$ cat config.mk
export PLATFORM = sky130hd
export DESIGN_NAME = wb_slave_regfile_flat
export DESIGN_NICKNAME = d
export VERILOG_FILES = /design/src/rtl/wb_slave_regfile_pkg.sv /design/src/rtl/wb_slave_regfile_if.sv /design/src/rtl/wb_slave_regfile_mem.sv /design/src/rtl/wb_slave_regfile.sv /design/src/flat_wrapper.sv
export SDC_FILE = /design/constraint.sdc
export NUM_CORES = 1
export LEC_CHECK = 0
export ABC_AREA = 1
export BUFFER_PORTS_ARGS = -buffer_cell sky130_fd_sc_hd__buf_2
export CAP_MARGIN = 20
export CORE_ASPECT_RATIO = 0.5
export CORE_MARGIN = 2
export CORE_UTILIZATION = 25
export CTS_CLUSTER_SIZE = 40
export DETAILED_ROUTE_END_ITERATION = 8
export GPL_ROUTABILITY_DRIVEN = 1
export PLACE_DENSITY = 0.45
export SKIP_CTS_REPAIR_TIMING = 1
export SYNTH_ARGS = -nofsm -noshare
export SYNTH_HDL_FRONTEND = slang
export SYNTH_SLANG_ARGS = --single-unit
export TNS_END_PERCENT = 10
$ cat constraint.sdc
create_clock -name wb_clk -period 2.45 [get_ports wb_clk]
set_clock_uncertainty 0.2 [all_clocks]
set_input_delay 0.3675 -clock wb_clk [delete_from_list [all_inputs] [get_ports wb_clk]]
set_output_delay 0.3675 -clock wb_clk [all_outputs]
set_load 0.1 [all_outputs]
$ cat src/rtl/wb_slave_regfile_pkg.sv
// Shared types and constants for the Wishbone register-file slave.
package wb_pkg;

  // Slave transfer states
  typedef enum logic [1:0] {
    IDLE = 2'd0,
    WAIT = 2'd1,
    ACK  = 2'd2,
    HOLD = 2'd3
  } wb_slv_state_t;

  // Width of the wait-state counter (wait_cycles ranges over 0..15)
  localparam int WAIT_CNT_W = 4;

endpackage

$ cat src/rtl/wb_slave_regfile_if.sv
// Wishbone classic-cycle bus bundle between a master and the register-file slave.
//
// Handshake: a request is offered while wb_cyc && wb_stb are both high. The
// master must hold the request and its fields stable until it sees wb_ack high.
// wb_ack is high for exactly one cycle per accepted request. After the ack the
// master drops wb_stb/wb_cyc; the slave accepts no new request until it has
// sampled the request low at least once.
interface wb_slave_regfile_if #(
  parameter int bw_adr      = 8,
  parameter int bw_dat      = 8,
  parameter int granularity = 8
) ();
  localparam int bw_sel = bw_dat / granularity;

  logic [bw_adr-1:0] wb_adr;
  logic [bw_dat-1:0] wb_dat_w;
  logic [bw_sel-1:0] wb_sel;
  logic              wb_we;
  logic              wb_cyc;
  logic              wb_stb;
  logic              wb_tagn_w;
  logic [bw_dat-1:0] wb_dat_r;
  logic              wb_ack;
  logic              wb_tagn_r;

  modport master (
    output wb_adr, wb_dat_w, wb_sel, wb_we, wb_cyc, wb_stb, wb_tagn_w,
    input  wb_dat_r, wb_ack, wb_tagn_r
  );

  modport slave (
    input  wb_adr, wb_dat_w, wb_sel, wb_we, wb_cyc, wb_stb, wb_tagn_w,
    output wb_dat_r, wb_ack, wb_tagn_r
  );
endinterface

$ cat src/rtl/wb_slave_regfile_mem.sv
// Register storage: n_regs words with lane-masked synchronous write,
// synchronous read, and synchronous clear on reset.
module wb_regfile_mem #(
  parameter int n_regs      = 16,
  parameter int bw_dat      = 8,
  parameter int granularity = 8,
  parameter int bw_idx      = 4
) (
  input  logic                            i_clk,
  input  logic                            i_rst,
  input  logic                            i_we,
  input  logic                            i_re,
  input  logic                            i_hit,
  input  logic [bw_idx-1:0]               i_idx,
  input  logic [bw_dat-1:0]               i_dat,
  input  logic [bw_dat/granularity-1:0]   i_sel,
  output logic [bw_dat-1:0]               o_dat
);
  localparam int bw_sel = bw_dat / granularity;

  logic [bw_dat-1:0] r_mem [n_regs];
  logic [bw_dat-1:0] r_dat;

  // Lane-masked write; only enabled lanes of the addressed word change
  always_ff @(posedge i_clk) begin
    if (i_rst) begin
      for (int i = 0; i < n_regs; i++) r_mem[i] <= '0;
    end else if (i_we && i_hit) begin
      for (int l = 0; l < bw_sel; l++) begin
        if (i_sel[l]) r_mem[i_idx][l*granularity +: granularity] <= i_dat[l*granularity +: granularity];
      end
    end
  end

  // Registered read; misses return zero, value holds until the next read
  always_ff @(posedge i_clk) begin
    if (i_rst) begin
      r_dat <= '0;
    end else if (i_re) begin
      r_dat <= i_hit ? r_mem[i_idx] : '0;
    end
  end

  assign o_dat = r_dat;
endmodule

$ cat src/rtl/wb_slave_regfile.sv
// Wishbone classic-cycle slave fronting a register file: decodes the address,
// inserts wait_cycles wait states, then gives a single-cycle ack.
module wb_slave_regfile
  import wb_pkg::*;
#(
  parameter int bw_adr      = 8,
  parameter int bw_dat      = 8,
  parameter int granularity = 8,
  parameter int n_regs      = 16,
  parameter int wait_cycles = 0
) (
  input  logic          wb_clk,
  input  logic          wb_rst,
  wb_slave_regfile_if.slave bus,
  output wb_slv_state_t o_state
);
  localparam int bw_sel = bw_dat / granularity;
  localparam int bw_idx = (n_regs > 1) ? $clog2(n_regs) : 1;
  localparam logic [bw_adr:0] LIM = (bw_adr+1)'(n_regs);
  localparam logic [WAIT_CNT_W-1:0] CNT_LOAD =
    (wait_cycles > 0) ? WAIT_CNT_W'(wait_cycles - 1) : '0;

  wb_slv_state_t         r_state;
  wb_slv_state_t         w_next;
  logic [WAIT_CNT_W-1:0] r_cnt;
  logic [bw_adr-1:0]     r_adr;
  logic [bw_dat-1:0]     r_dat_w;
  logic [bw_sel-1:0]     r_sel;
  logic                  r_we;
  logic                  r_ack;
  logic                  r_tagn;

  logic                  w_req;
  logic                  w_enter_ack;
  logic [bw_adr-1:0]     w_adr;
  logic [bw_dat-1:0]     w_dat_w;
  logic [bw_sel-1:0]     w_sel;
  logic                  w_we;
  logic                  w_hit;
  logic                  w_hit_r;
  logic [bw_dat-1:0]     w_mem_dat;
  logic                  w_unused_tagn;

  assign w_req         = bus.wb_cyc && bus.wb_stb;
  assign w_unused_tagn = bus.wb_tagn_w;

  // Next-state logic for the transfer FSM
  always_comb begin
    w_next = r_state;
    case (r_state)
      IDLE: if (w_req) w_next = (wait_cycles > 0) ? WAIT : ACK;
      WAIT: begin
        if (!w_req)           w_next = IDLE;
        else if (r_cnt == '0) w_next = ACK;
      end
      ACK:  w_next = HOLD;
      HOLD: if (!w_req) w_next = IDLE;
      default: w_next = IDLE;
    endcase
  end

  // State register
  always_ff @(posedge wb_clk) begin
    if (wb_rst) r_state <= IDLE;
    else        r_state <= w_next;
  end

  // Wait-state counter: loaded on acceptance, counts down while waiting
  always_ff @(posedge wb_clk) begin
    if (wb_rst)                        r_cnt <= '0;
    else if (r_state == IDLE && w_req) r_cnt <= CNT_LOAD;
    else if (r_state == WAIT)          r_cnt <= r_cnt - 1'b1;
  end

  // Latch request fields when a request is accepted
  always_ff @(posedge wb_clk) begin
    if (wb_rst) begin
      r_adr   <= '0;
      r_dat_w <= '0;
      r_sel   <= '0;
      r_we    <= 1'b0;
    end else if (r_state == IDLE && w_req) begin
      r_adr   <= bus.wb_adr;
      r_dat_w <= bus.wb_dat_w;
      r_sel   <= bus.wb_sel;
      r_we    <= bus.wb_we;
    end
  end

  // With no wait states ACK is entered straight from IDLE, before the latch
  // holds the fields, so the live bus values are used in that case.
  always_comb begin
    w_adr   = r_adr;
    w_dat_w = r_dat_w;
    w_sel   = r_sel;
    w_we    = r_we;
    if (r_state == IDLE) begin
      w_adr   = bus.wb_adr;
      w_dat_w = bus.wb_dat_w;
      w_sel   = bus.wb_sel;
      w_we    = bus.wb_we;
    end
  end

  assign w_enter_ack = (w_next == ACK) && (r_state != ACK);
  assign w_hit       = {1'b0, w_adr} < LIM;
  assign w_hit_r     = {1'b0, r_adr} < LIM;

  // Ack and tag follow the ACK state by one cycle; tag low only for misses
  always_ff @(posedge wb_clk) begin
    if (wb_rst) begin
      r_ack  <= 1'b0;
      r_tagn <= 1'b1;
    end else begin
      r_ack  <= (r_state == ACK);
      r_tagn <= !((r_state == ACK) && !w_hit_r);
    end
  end

  wb_regfile_mem #(
    .n_regs      (n_regs),
    .bw_dat      (bw_dat),
    .granularity (granularity),
    .bw_idx      (bw_idx)
  ) u_mem (
    .i_clk (wb_clk),
    .i_rst (wb_rst),
    .i_we  (w_enter_ack && w_we),
    .i_re  (w_enter_ack && !w_we),
    .i_hit (w_hit),
    .i_idx (w_adr[bw_idx-1:0]),
    .i_dat (w_dat_w),
    .i_sel (w_sel),
    .o_dat (w_mem_dat)
  );

  assign bus.wb_dat_r  = w_mem_dat;
  assign bus.wb_ack    = r_ack;
  assign bus.wb_tagn_r = r_tagn;
  assign o_state       = r_state;
endmodule

$ cat src/flat_wrapper.sv
// flat-port wrapper written by rule: the top's interface ports become plain ports
module wb_slave_regfile_flat import wb_pkg::*;
#(
  parameter int bw_adr      = 8,
  parameter int bw_dat      = 8,
  parameter int granularity = 8,
  parameter int n_regs      = 16,
  parameter int wait_cycles = 0
)
  (wb_clk, wb_rst, o_state, bus_wb_adr, bus_wb_dat_w, bus_wb_sel, bus_wb_we, bus_wb_cyc, bus_wb_stb, bus_wb_tagn_w, bus_wb_dat_r, bus_wb_ack, bus_wb_tagn_r);
  wb_slave_regfile_if #(.bw_adr(bw_adr), .bw_dat(bw_dat), .granularity(granularity)) bus_i ();
  input  logic wb_clk;
  input  logic wb_rst;
  output wb_slv_state_t o_state;
  input wire logic [$bits(bus_i.wb_adr)-1:0] bus_wb_adr;
  input wire logic [$bits(bus_i.wb_dat_w)-1:0] bus_wb_dat_w;
  input wire logic [$bits(bus_i.wb_sel)-1:0] bus_wb_sel;
  input wire logic [$bits(bus_i.wb_we)-1:0] bus_wb_we;
  input wire logic [$bits(bus_i.wb_cyc)-1:0] bus_wb_cyc;
  input wire logic [$bits(bus_i.wb_stb)-1:0] bus_wb_stb;
  input wire logic [$bits(bus_i.wb_tagn_w)-1:0] bus_wb_tagn_w;
  output wire logic [$bits(bus_i.wb_dat_r)-1:0] bus_wb_dat_r;
  output wire logic [$bits(bus_i.wb_ack)-1:0] bus_wb_ack;
  output wire logic [$bits(bus_i.wb_tagn_r)-1:0] bus_wb_tagn_r;
  assign bus_i.wb_adr = bus_wb_adr;
  assign bus_i.wb_dat_w = bus_wb_dat_w;
  assign bus_i.wb_sel = bus_wb_sel;
  assign bus_i.wb_we = bus_wb_we;
  assign bus_i.wb_cyc = bus_wb_cyc;
  assign bus_i.wb_stb = bus_wb_stb;
  assign bus_i.wb_tagn_w = bus_wb_tagn_w;
  assign bus_wb_dat_r = bus_i.wb_dat_r;
  assign bus_wb_ack = bus_i.wb_ack;
  assign bus_wb_tagn_r = bus_i.wb_tagn_r;
  wb_slave_regfile #(.bw_adr(bw_adr), .bw_dat(bw_dat), .granularity(granularity), .n_regs(n_regs), .wait_cycles(wait_cycles)) u_core (.wb_clk(wb_clk), .wb_rst(wb_rst), .bus(bus_i), .o_state(o_state));
endmodule
After elaboration in Yosys (flattened, before gate mapping):

Memory sizes are Yosys's and may differ from the RTL's.
Cells that the tools add are included.

* register bits after elaboration: 34
* RAM bits: 128
* input port bits: 23
* output and inout port bits: 12
* logic and storage cells: 51
* memories kept: 1

* add/subtract/negate cells: 1
* order comparisons: 2
* equality and inequality tests: 5
* muxes and demuxes: 19
* reduce and logical (&&, ||, !) cells: 14

Memory list
* u_core.u_mem.r_mem: depth 16, bits a word 8, rd ports 1, clocked after memory_dff 0, wr ports 16, RTL line wb_slave_regfile_mem.sv:21 `logic [bw_dat-1:0] r_mem [n_regs];`

Operators by type and width (number)
* two-way mux 8 bit: 4
* less-than comparator 8 x 5 -> 1 bit, second input constant: 2
* two-way mux 1 bit: 9
* two-way mux 2 bit: 4
* one-hot mux 2 bit (4 select lines): 1
* OR reduction 8 bit: 1
* logical AND 1 bit: 7
* equality test 2 bit, second input constant: 3
* zero test 4 bit: 1
* two-way mux 4 bit: 1
* subtractor 4 x 1 -> 4 bit, second input constant: 1
* zero test 1 bit: 3
* equality test 2 x 1 -> 1 bit, second input constant: 1
* zero test 2 bit: 1
* inequality test 2 bit, second input constant: 1
* OR reduction 2 bit: 1

Logic depth before layout (Yosys ltp):

Gate-level depths: netlist of the first run.

* word-level depth: 13
* depth in mapped cells: 15
* gate-level depth less buffers: 13

Hierarchy:

From an unflattened synthesis of the first run, not the netlist that was laid out.

* cell total of the unflattened synthesis: 888
* area, all modules: 7524.7 um2

Modules (own cells, without submodules)
* wb_regfile_mem: instances 1, cells each 718, area an instance 6328.6 um2
* wb_slave_regfile: instances 1, cells each 170, area an instance 1196.1 um2

Least setup slack after synthesis of the first run:

Ideal clock, no wire load.

* path type: reg2reg
* start point: register u_core.r_state[1] (netlist: u_core.o_state[1])
* end point: memory u_core.u_mem.r_mem[10][0], enable pin
* setup time: 0.329 ns
* data arrival time: 2.620 ns
* data required time: 1.921 ns
* slack: -0.699 ns
* cell stages (with the launch flop): 9
* path through: dfxtp_1 inv_1 nand2_2 or2_2 nand2_1 nor4_4 buf_8 nand4_4 nand2_1

RTL lines
* start: declaration: RTL line wb_slave_regfile.sv:23 `wb_slv_state_t r_state;`
* start signal: assignment: RTL line wb_slave_regfile.sv:65 `else r_state <= w_next;`
* end: declaration: RTL line wb_slave_regfile_mem.sv:21

==> results.cfg, run 1 <==
[status]
run_status = finished, violations left
failing_checks = hold timing

[route]
drt_pre_antenna_iters = 5
dr_total_vias = 6164
vias_per_cell = 4.26
route.met3.wl_microns = 725
highest_layer = met4
drt_iter0_drc = 453
detail_route.wirelength.met1_microns = 10900
ant_nets = 0
wl_met2_microns = 10000
wire_per_inst_microns = 15.1
routed_wirelength_microns = 21900
number_of_remaining_drc_errors = 0

[clocking]
cts.clk_slew.worst_paths_ns = 0.07
insertion_delay_ns = 0.43
cts_tree = yes
cts_max_path_buffers = 2
ctsRootBufferMaster = sky130_fd_sc_hd__clkbuf_16
htreeDepth = 4
cts_buffers = 17
clock_sinks = 162

[global_route]
globalRouteTotalUtil_pct = 13.5
number_of_antenna_violations_at_the_first_check_in_global_routing = 0
first_global_vias = 5964
grt_start_max_net_pins = 36
grt_first_pass_wirelength_microns = 33500
gr-total-overflow = 0

[floorplan]
die_w_microns = 255
core.rowCount = 45
die_height_microns = 130
floorplan.core_area_sq_mm = 0.0307
floorplan.die_area_sq_mm = 0.0331
initial_utilization_pct = 25.8
design.portCount = 35

[sta]
fin_worst_hold_slack_ns = -0.0115
timing_worst_slew_pin_value_ns = 0.702
slew-limit-headroom_pct = 53.2
clock.fmax_ghz = 0.422
finalWorstPathRequiredPeriod_ns = 2.37
slew_violations = 0
post_route_clock_period_utilization_pct = 96.7
finalSetupTns_ns = 0
hold_viol_final = 3
setup_violations = 0

[hold_path]
hp-class = input port to register

[power]
seq_power_share_pct = 46.0
total_power_mw = 6.69
power.switching_mw = 1.92
cellLeakagePower_nw = 4.36
worst_ir_drop_vdd_uv = 419
internal_power_mw = 4.77
p_comb_share_pct = 15.9
switching_portion_of_total_power_pct = 28.7
power_density_mw_per_mm2 = 684
share_clk_of_total_power_pct = 38.1

[synthesis]
synth.net_count = 958
synth-edff-count = 128
yosysWarnings = 0
ys_ff_latch = 162
post_synth_num_cell_types = 31
synth_cells = 934
post_synth.cell_area_avg_sq_um = 8.46
async_reset_ff_share_pct = 0
syn_area_sq_mm = 0.00790
seq_total_area_yosys_pct = 57.3
synth.top_cells.by_area = sky130_fd_sc_hd__edfxtp_1 49%, sky130_fd_sc_hd__nand2_1 15%, sky130_fd_sc_hd__dfxtp_1 8.6%
synth_top_area_share_pct = 48.6
synth_flop_cell = sky130_fd_sc_hd__edfxtp_1
synth.largest_area_cell = sky130_fd_sc_hd__edfxtp_1

[critical_path]
setup.reg_to_reg.worst_slack_ns = 0.09
cp_slowest_cell = sky130_fd_sc_hd__dlygate4sd3_1
worstSetupPathType = input port to register
critical_path_peak_fanout = 16
cpLargestDelayFamily = buffers and inverters
end_kind = register
startpoint_type = input port
critical_path.startpoint = bus_wb_adr[4]
critPathRequiredTime_ns = 2.36
timing.critical_path.buf_inv = 4
cp-endpoint = u_core.u_mem.r_mem[1][0]
reg2reg_depth = 8
timing.critical_path.depth = 10
r2r_end = u_core.u_mem.r_mem[1][0]
worst_path_largest_cell_delay_ns = 0.54
worstPathCellList = dlygate4sd3_1, buf_2, nor2_1, nand3_1, o21ai_2, inv_2, nor4_4, buf_12, nand4_2, nand2_2
worst_ep_arrival_time_ns = 2.28
r2r_start = u_core.o_state[1]

[cells_and_area]
drive_gt1_share_pct = 17.4
seq_area_sq_mm = 0.00453
most-common-layout-cells = 292 x sky130_fd_sc_hd__nand2_1, 181 x sky130_fd_sc_hd__nor2_1, 128 x sky130_fd_sc_hd__edfxtp_1
final_common_cell = sky130_fd_sc_hd__nand2_1
fillerInstances = 3208
multi_input_area_sq_mm = 0.00288
antenna_cells = 0
final_net_count = 1036
syn_to_final_growth_pct = 23.7

[placement]
detailedPlacementHpwl_microns = 15000
place.port_buffers = 33
place_congestion = 0.821

[job]
max_cap_violations = 0
-- synth_stat cells (all sizes together) (2+ instances only) --
library cell and instances:
dfxtp 34, nor2 185, a21oi 13, edfxtp 128
nand3 25, clkbuf 23, o21ai 57, buf 18
inv 114, nor3 2, nand4 16, or2 2
nand2 311
-- flip-flops by register name (all words and copies together), names as in the netlist --
name / cells
u_core.u_mem.o_dat: 8
u_core.o_state: 2
u_core.bus.wb_ack: 1
u_core.bus.wb_tagn_r: 1
u_core.r_adr: 8
u_core.r_cnt: 4
u_core.r_sel: 1
u_core.r_dat_w: 8
u_core.r_we: 1
u_core.u_mem.r_mem: 128
-- power by group through the flow --
stage,registers [mW],clock network [mW],logic [mW]
after global placement,3.14,0,1.04
after floorplan,3.16,0,0.571
after detailed placement,3.14,0,1.05
after global routing,3.09,2.71,1.16
after CTS,3.08,2.61,1.05
final,3.08,2.55,1.06
-- per-layer routing --
metal / up-vias / GRT usage [%]
li1: 3099 / -
met1: 2966 / 18.6
met2: 88 / 22.1
met3: 11 / 2.37
met4: 0 / 3.63
met5: - / 0
-- tightest hold or removal path, cell delays in order --
cell,delay [ns]
sky130_fd_sc_hd__buf_2,0.09
sky130_fd_sc_hd__nand3_1,0.06
sky130_fd_sc_hd__o21ai_0,0.07
-- area by class of cell --
class,instances,share of cell area (%)
Sequential cell,162,46.3
Multi-Input combinational cell,616,29.5
Clock inverter,13,0.947
Inverter,115,4.41
Timing Repair Buffer,100,8.65
Clock buffer,19,4.75
Tap cell,423,5.41
-- how the worst min path moves through the flow --
stage | start | to | slack, ns | cells past startpoint
4_1_cts | bus_wb_dat_w[0] | u_core.r_dat_w[0] | -0.04 | 3
3_3_place_gp | u_core.u_mem.o_dat[3] | u_core.u_mem.o_dat[3] | 0.25 | 2
3_5_place_dp | u_core.u_mem.o_dat[3] | u_core.u_mem.o_dat[3] | 0.26 | 2
2_1_floorplan | u_core.r_cnt[0] | u_core.r_cnt[0] | 0.24 | 2
5_1_grt | bus_wb_dat_w[3] | u_core.r_dat_w[3] | 0.0008 | 3
6_report | bus_wb_dat_w[2] | u_core.r_dat_w[2] | -0.01 | 3
-- stage by stage --
stage               util (%)  instances  hold slack [ns]  area [sq um]  setup slack, ns
finish                  31.9       1448          -0.0115          9780           0.0796
global route            31.9       1448         0.000797          9780         -0.00389
CTS                     31.6       1441          -0.0378          9680          -0.0185
detailed placement      29.7       1409            0.256          9130          -0.0130
global placement        29.7       1409            0.254          9130           0.0210
floorplan                  -        934            0.240          8010         -0.00282
-- logic make-up (layout without fill, tap and decap cells) --
group           after synthesis  after routing  share of synthesized area, %
compound gates               72             72                          4.86
xor+xnor                      1              1                         0.111
fa+ha+maj                     1              1                         0.158
buf+inv                     156            247                          7.96
flops                       162            162                          57.3
simple gates                542            542                          29.7
No activity file was read; power rests on OpenSTA's default activity.
==> run 2: changes to the inputs <==
- CORE_UTILIZATION: 25 -> 56
- HOLD_SLACK_MARGIN: default -> 0.06
- PLACE_DENSITY: 0.45 -> 0.81
==> run 2 against run 1 <==
The run now ends clean; die area down 54%; critical path depth down 2; setup slack worse by 0.038 ns; wire length down 4.4%; global-route usage up 14 points; combinational power down 7%; sequential share of layout area up 1.7 points; final cell count down 16%; worst hold slack better by 0.087 ns; final area down 3.6%; non-clock buffer count down 1; critical path type is now register to register; largest cell class unchanged.
==> results.cfg, run 2 (synthesized netlist as in run 1, its figures left out) <==
[route]
dr_total_vias = 6678
detail_route.wirelength.met1_microns = 8210
route.met3.wl_microns = 2210
highest_layer = met4
routed_wirelength_microns = 20900
drt_pre_antenna_iters = 5
drt_iter0_drc = 614
wl_met2_microns = 9970
ant_nets = 0
number_of_remaining_drc_errors = 0
vias_per_cell = 5.49
wire_per_inst_microns = 17.2

[power]
power_density_mw_per_mm2 = 715
cellLeakagePower_nw = 4.32
worst_ir_drop_vdd_uv = 617
total_power_mw = 6.74

[critical_path]
cpLargestDelayFamily = simple AND/OR/NAND/NOR gates
cp_slowest_cell = sky130_fd_sc_hd__dfxtp_4
setup.reg_to_reg.worst_slack_ns = 0.04
critical_path_peak_fanout = 16
timing.critical_path.buf_inv = 2
worstPathCellList = inv_1, nand2_2, nand2_1, o21ai_2, nor4_4, buf_12, nand4_4, nand2_4
r2r_start = u_core.o_state[1]
cp-endpoint = u_core.u_mem.r_mem[12][3]
startpoint_type = register
worstSetupPathType = register to register
timing.critical_path.depth = 8
worst_ep_arrival_time_ns = 2.35
worst_path_largest_cell_delay_ns = 0.37
critical_path.startpoint = u_core.o_state[1]
r2r_end = u_core.u_mem.r_mem[12][3]
critPathRequiredTime_ns = 2.39
end_kind = register
reg2reg_depth = 8

[sta]
timing_worst_slew_pin_value_ns = 0.568
setup_violations = 0
finalWorstPathRequiredPeriod_ns = 2.41
final_critical_path_setup_slack_ns = 0.0420
clock.fmax_ghz = 0.415
finalSetupTns_ns = 0
post_route_clock_period_utilization_pct = 98.3
slew-limit-headroom_pct = 61.7
hold_viol_final = 0
slew_violations = 0
fin_worst_hold_slack_ns = 0.0754

[floorplan]
floorplan.die_area_sq_mm = 0.0151
die_height_microns = 88
floorplan.core_area_sq_mm = 0.0137
core.rowCount = 30
initial_utilization_pct = 57.8
design.portCount = 35
die_w_microns = 172

[placement]
dp_cells = 1163
place.port_buffers = 33
detailedPlacementHpwl_microns = 12900
dpl_cell_area_sq_mm = 0.00860
place_congestion = 0.911
dp_worst_setup_slack_ns = 0.0431

[cells_and_area]
largest_register = u_core.u_mem.r_mem
final_net_count = 1036
drive_gt1_share_pct = 16.5
antenna_cells = 0
final_area_sq_mm = 0.00943
multi_input_area_sq_mm = 0.00289
fillerInstances = 968
largest_register_ff_count = 128
layout.core_utilization_pct = 69.0
seq_area_sq_mm = 0.00453
stdcell_count = 1217
syn_to_final_growth_pct = 19.3
most-common-layout-cells = 289 x sky130_fd_sc_hd__nand2_1, 181 x sky130_fd_sc_hd__nor2_1, 128 x sky130_fd_sc_hd__edfxtp_1
final_common_cell = sky130_fd_sc_hd__nand2_1

[clocking]
clock_sinks = 162
cts_buffers = 17
ctsRootBufferMaster = sky130_fd_sc_hd__clkbuf_16
cts.clk_slew.worst_paths_ns = 0.07
cts_max_path_buffers = 2
htreeDepth = 4
cts_tree = yes
insertion_delay_ns = 0.44

[global_route]
grt_first_pass_wirelength_microns = 30700
first_global_vias = 6045
grt_start_max_net_pins = 36
gr-total-overflow = 0
number_of_antenna_violations_at_the_first_check_in_global_routing = 0
globalRouteTotalUtil_pct = 27.5

[hold_path]
hp-class = input port to register

[status]
run_status = complete, no violations

[job]
max_cap_violations = 0
[run 2: cell type report]
class                   instances  share of cell area (%)
clock inverters                10                   0.849
multi-input cells             617                    30.6
repair buffers                 99                    7.98
inverters                     115                    4.58
flip-flops and latches        162                    48.1
well taps                     192                    2.55
clock buffers                  22                    5.37
[run 2: routing by layer]
| layer | vias to the layer above | GRT usage [%] |
|---|---|---|
| met5 | - | 0 |
| met1 | 3130 | 36.2 |
| met3 | 67 | 8.04 |
| met4 | 0 | 9.85 |
| li1 | 3101 | - |
| met2 | 380 | 44.1 |
[run 2: how the worst min path moves through the flow]
stage	startpoint	end	slack (ns)	depth (start not counted)
after global routing	wb_rst	u_core.u_mem.o_dat[1]	0.08	2
after CTS	bus_wb_adr[4]	u_core.r_adr[4]	-0.03	3
after detailed placement	u_core.u_mem.o_dat[6]	u_core.u_mem.o_dat[6]	0.26	2
final	wb_rst	u_core.u_mem.o_dat[7]	0.08	2
after global placement	u_core.r_cnt[0]	u_core.r_cnt[0]	0.25	2
after floorplan	u_core.r_cnt[0]	u_core.r_cnt[0]	0.24	2
[run 2: worst register-to-register path: stages (launching register included)]
cell and delay (ns):
sky130_fd_sc_hd__dfxtp_4 0.37, sky130_fd_sc_hd__inv_1 0.12, sky130_fd_sc_hd__nand2_2 0.17, sky130_fd_sc_hd__nand2_1 0.14, sky130_fd_sc_hd__o21ai_2 0.10, sky130_fd_sc_hd__nor4_4 0.33, sky130_fd_sc_hd__buf_12 0.24, sky130_fd_sc_hd__nand4_4 0.23
sky130_fd_sc_hd__nand2_4 0.21
[run 2: report_power, final]
group	internal (mW)	switching (mW)
Combinational	0.279	0.710
Sequential	3.05	0.0377
Clock	1.50	1.17
